`src/rtl/tdm_mux4_if.sv`:
```
// tdm_mux4_if: channel-select bus between four input streams and one tagged output word.
// Latency: none (wires only).
// Backpressure: carries in_ready per channel and out_ready from downstream.
// Ports: in_data/in_valid/in_ready per-channel side; out_data/out_sel/out_en/out_ready merged side.
//   slave  : the merging block (takes channel words, drives the output stage)
//   master : the environment (drives channel words and out_ready)
interface tdm_mux4_if #(
  parameter int WIDTH = 8
);
  logic [4*WIDTH-1:0] in_data;
  logic [3:0]         in_valid;
  logic [3:0]         in_ready;
  logic [WIDTH-1:0]   out_data;
  logic [1:0]         out_sel;
  logic               out_en;
  logic               out_ready;

  modport slave (
    input  in_data, in_valid, out_ready,
    output in_ready, out_data, out_sel, out_en
  );

  modport master (
    output in_data, in_valid, out_ready,
    input  in_ready, out_data, out_sel, out_en
  );
endinterface

```
`src/rtl/tdm_mux4.sv`:
```
// tdm_mux4: round-robin merge of four WIDTH-bit channels into one registered word tagged with its channel.
// Latency: one cycle from input handshake to out_en/out_data/out_sel.
// Backpressure: output stage holds while out_en && !out_ready; in_ready is all-zero in that case.
// Ports: clk, rst_n (async active-low);
//        bus (slave): in_data/in_valid/in_ready channel side, out_data/out_sel/out_en/out_ready output side.
module tdm_mux4 #(
  parameter int WIDTH = 8
) (
  input  logic      clk,
  input  logic      rst_n,
  tdm_mux4_if.slave bus
);

  typedef enum logic {
    EMPTY = 1'b0,
    FULL  = 1'b1
  } state_t;

  state_t           state;
  state_t           state_nxt;
  logic [WIDTH-1:0] data_q;
  logic [1:0]       sel_q;
  logic [1:0]       last_q;
  logic [1:0]       grant;
  logic [1:0]       cand;
  logic             found;
  logic             any_vld;
  logic             load_ok;
  logic             load;

  assign any_vld = |bus.in_valid;
  assign load_ok = (state == EMPTY) || bus.out_ready;
  assign load    = load_ok && any_vld;

  // Round-robin search starting one past the last grant; k=4 wraps back to last_q,
  // so the previous winner only wins again when nobody else is asking.
  always_comb begin
    grant = last_q;
    cand  = last_q;
    found = 1'b0;
    for (int k = 1; k <= 4; k++) begin
      cand = last_q + 2'(k);
      if (!found && bus.in_valid[cand]) begin
        grant = cand;
        found = 1'b1;
      end
    end
  end

  // Registers are held in reset while rst_n is low, so nothing may be taken then;
  // gating with rst_n keeps an upstream word from being lost during reset.
  always_comb begin
    bus.in_ready = 4'b0000;
    if (rst_n && load) begin
      bus.in_ready[grant] = 1'b1;
    end
  end

  // Output-stage occupancy FSM: a load refills it, an empty-input consume drains it.
  always_ff @(posedge clk or negedge rst_n) begin
    if (!rst_n) begin
      state <= EMPTY;
    end else begin
      state <= state_nxt;
    end
  end

  always_comb begin
    state_nxt = state;
    if (load_ok) begin
      state_nxt = any_vld ? FULL : EMPTY;
    end
  end

  // Word, tag and round-robin pointer only move on a load; last_q resets to 3 so
  // the first search begins at channel 0.
  always_ff @(posedge clk or negedge rst_n) begin
    if (!rst_n) begin
      data_q <= '0;
      sel_q  <= 2'b00;
      last_q <= 2'b11;
    end else if (load) begin
      data_q <= bus.in_data[int'(grant)*WIDTH +: WIDTH];
      sel_q  <= grant;
      last_q <= grant;
    end
  end

  assign bus.out_data = data_q;
  assign bus.out_sel  = sel_q;
  assign bus.out_en   = (state == FULL);

endmodule

```
`src/flat_wrapper.sv`:
```
// flat-port wrapper written by rule: the top's interface ports become plain ports
module tdm_mux4_flat 
#(
  parameter int WIDTH = 8
)
  (clk, rst_n, bus_in_data, bus_in_valid, bus_out_ready, bus_in_ready, bus_out_data, bus_out_sel, bus_out_en);
  tdm_mux4_if #(.WIDTH(WIDTH)) bus_i ();
  input  logic clk;
  input  logic rst_n;
  input wire logic [$bits(bus_i.in_data)-1:0] bus_in_data;
  input wire logic [$bits(bus_i.in_valid)-1:0] bus_in_valid;
  input wire logic [$bits(bus_i.out_ready)-1:0] bus_out_ready;
  output wire logic [$bits(bus_i.in_ready)-1:0] bus_in_ready;
  output wire logic [$bits(bus_i.out_data)-1:0] bus_out_data;
  output wire logic [$bits(bus_i.out_sel)-1:0] bus_out_sel;
  output wire logic [$bits(bus_i.out_en)-1:0] bus_out_en;
  assign bus_i.in_data = bus_in_data;
  assign bus_i.in_valid = bus_in_valid;
  assign bus_i.out_ready = bus_out_ready;
  assign bus_in_ready = bus_i.in_ready;
  assign bus_out_data = bus_i.out_data;
  assign bus_out_sel = bus_i.out_sel;
  assign bus_out_en = bus_i.out_en;
  tdm_mux4 #(.WIDTH(WIDTH)) u_core (.clk(clk), .rst_n(rst_n), .bus(bus_i));
endmodule
```
`config.mk`:
```
export PLATFORM = sky130hd
export DESIGN_NAME = tdm_mux4_flat
export DESIGN_NICKNAME = d
export VERILOG_FILES = /design/src/rtl/tdm_mux4_if.sv /design/src/rtl/tdm_mux4.sv /design/src/flat_wrapper.sv
export SDC_FILE = /design/constraint.sdc
export NUM_CORES = 1
export LEC_CHECK = 0
export CORE_UTILIZATION = 61
export DETAILED_ROUTE_END_ITERATION = 8
export DONT_BUFFER_PORTS = 1
export PLACE_DENSITY = 0.77
export SYNTH_ARGS = -nofsm -noshare
export SYNTH_HDL_FRONTEND = slang
export SYNTH_SLANG_ARGS = --single-unit
export TNS_END_PERCENT = 5
```
`constraint.sdc`:
```
create_clock -name clk -period 1.9 [get_ports clk]
set_input_delay 0.285 -clock clk [delete_from_list [all_inputs] [get_ports clk]]
set_output_delay 0.285 -clock clk [all_outputs]
set_load 0.01 [all_outputs]
```
==> metrics, run 1 <==
Slew Limit Fails 0; unique cell type count in the Yosys netlist 26; die area between 0.0015 and 0.002 mm^2; Worst Slack Setup Final -0.107 ns; most common library cell in the layout ignoring fill and taps nand2_1; layout cells sized above 1 0.308; dpl cells 120; GR Layer Usage met3 0.0924; CP Max Fanout 9; DIE WIDTH 41.3 um; violated checks setup timing; Tmin final 2.01 ns; per-cell routed wire length 21.7 um; CP cell instances nor2b_4 -> o21ai_1 -> buf_4 -> nand3_2 -> nor2_2; Cell Area, Synth 941 um^2; max incr delay on CP approximately 0.63 ns; CTS Sinks 13; Initial DRC Count 54; Top Ports 54; Worst-Margin Slew slightly below 0.7 ns; worst hold slack 0.182 ns; Post-Syn Nets between 100 and 150; Synth Area per Inst 8.79 um^2; Power Dens Cells 1140 mW/mm^2; # DRC 0; sequential area share after synthesis 0.348; vias in the first global route 765; GRT Residual Overflow 0; Top Usage Layer GRT met2; Final setup violation count 3; CTS max path bufs 2; Pre-Repair DR Iteration Count 4; met1 Usage GRT 0.319; row cnt 13; number of synthesized flops with an enable pin 0; pin count of the biggest net entering global routing 14; crit path kind flip-flop to output port; status finished with violations; fin nets 157; number of synthesized register bits 13; worst reg2reg path depth 7; Hold Violations, Final 0; Slew HR 0.543; GRT met2 Usage 0.473; Die Ht 41.3 um; CTS tree done; DP Area 972 um^2; Root Buffer clkbuf_4; first-pass GRT wire length ~3100 um; routed vias between 900 and 1000; Max Cap Viol 0; Final ANT Viol Nets 0; gpl congestion 0.752; post-synthesis cell count approximately 110; fmax 498 MHz; port buffer count 0; Max VDD drop 0.595 mV; Setup crit start kind flip-flop; final core utilization 0.862; slowest CP cell dfstp_2; origin of the worst min-delay path bus_in_valid[1]; total CTS buffers 3; vias per cell between 7 and 8; critical path arrival 1.72 ns; Finished Cell Area 0.00118 mm^2; most frequent cells in the layout nand2_1 (15), buf_4 (11), dfrtp_1 (11); post-DP HPWL 1740 um; DP Worst Slack around 0.11 ns; Yosys top cell by area dfrtp_1; total wire length roughly 2900 um; unrepaired setup endpoints after global routing true; initial antenna violation count 0; CP required 1.62 ns; r2r endpoint u_core.bus.out_data[2]; top_reg_cell synth dfrtp_1; clock skew 0.00600 ns; Initial Utilization 0.689; Final TNS setup -0.161 ns; clock slew at reported path FFs 0.08 ns; Total GRT Usage 0.285; core area 0.00137 mm^2; synth-to-layout area growth 25.1%; reg2reg start u_core.last_q[0]; YS warnings 0; Hold EP u_core.bus.out_en; ranking of synthesized cells by area dfrtp_1 (29%), mux2i_1 (8.5%), a211o_1 (7.4%); clk_lat worst skew between 0.2 and 0.3 ns; non-filler cells, final between 100 and 150; Design Power 1.34 mW; Static Leakage 0.504 nW; Hold Path Class primary input to flip-flop; Async S/R FF share, synth 1.00; share of the synthesized area in the top cell type 0.293; R2R Setup Slk 0 ns; hold path cells 2; CP Capture Type output port; number of H-tree levels 1; final antenna diode count 0; period utilization 1.06
[synthesized netlist by cell type (3+ instances only)]
master,n
o31ai_1,8
nor2_1,7
nor2b_1,4
dfrtp_1,11
a21oi_1,4
buf_2,6
mux2i_1,8
nand4_1,8
o211ai_1,8
nand2_1,15
a211o_1,8
nand3_1,3
[metal layers]
layer	vias to the layer above	share of wire	wire, um
met5	-	0	0
met4	0	0.037	106
met3	19	0.095	271
met2	85	0.50	1420
met1	441	0.37	1060
li1	429	-	-
[sequential cells by signal, summed over array words and instances, names as in the netlist]
register / cells
u_core.bus.out_data: 8
u_core.bus.out_sel: 2
u_core.last_q: 2
u_core.bus.out_en: 1
[area by class of cell]
class,count,area [um^2]
fill,73,189
clock buffer,4,26.3
timing repair buffer,14,133
inverter,1,3.75
tap,15,18.8
multi-input combinational,85,668
sequential,13,328
[report_power, final]
part           leakage, nW  switching [mW]  total (mW)  internal (mW)
Sequential           0.152           0.133       0.516          0.383
Combinational        0.337           0.328       0.650          0.322
Clock               0.0150          0.0938       0.175         0.0815
[cells by family (layout without fill, tap and decap cells)]
logic type      count (synthesis)  in the layout  synth area share
flops                          13             13             0.348
buf+inv                         9             19            0.0519
mux                             8              8            0.0851
compound gates                 35             35             0.279
simple gates                   42             42             0.235
[critical path: cells and delay by family (launching register included)]
kind | cells | cell delay (ns)
and+or+nand+nor | 3 | 0.38
AOI/OAI and AO/OA | 1 | 0.21
DFF | 1 | 0.63
buffers and inverters | 1 | 0.21
[worst max-delay path by stage]
stage | start | end | slack, ns | cells after the start
2_1_floorplan | u_core.last_q[0] | u_core.bus.out_data[0] | 0.18 | 7
3_3_place_gp | u_core.last_q[0] | u_core.bus.out_data[7] | 0.18 | 6
3_5_place_dp | u_core.last_q[0] | u_core.bus.out_data[6] | 0.11 | 6
4_1_cts | u_core.last_q[0] | bus_in_ready[3] | -0.01 | 5
5_1_grt | u_core.last_q[0] | bus_in_ready[0] | -0.16 | 5
6_report | u_core.last_q[0] | bus_in_ready[0] | -0.11 | 5
[what timing repair did]
| action | CTS | global route |
|---|---|---|
| pin swaps | 1 | 7 |
| endpoints found under the setup margin | 4 | 4 |
| hold endpoints to repair | 13 | 0 |
| hold buffers | 1 | 0 |
| buffers inserted | 1 | 6 |
| gates resized for setup | 4 | 20 |
| gates cloned | 0 | 0 |
Power figures use the tool's default switching activity.
==> run 2: changes to the inputs <==
--- a/config.mk
+++ b/config.mk
@@ -9,6 +9,7 @@
 export DETAILED_ROUTE_END_ITERATION = 8
 export DONT_BUFFER_PORTS = 1
 export PLACE_DENSITY = 0.77
+export SLEW_MARGIN = 20
 export SYNTH_ARGS = -nofsm -noshare
 export SYNTH_HDL_FRONTEND = slang
 export SYNTH_SLANG_ARGS = --single-unit
==> results of run 2 <==
The final DEF is identical to that of run 1; final timing and power are the same.
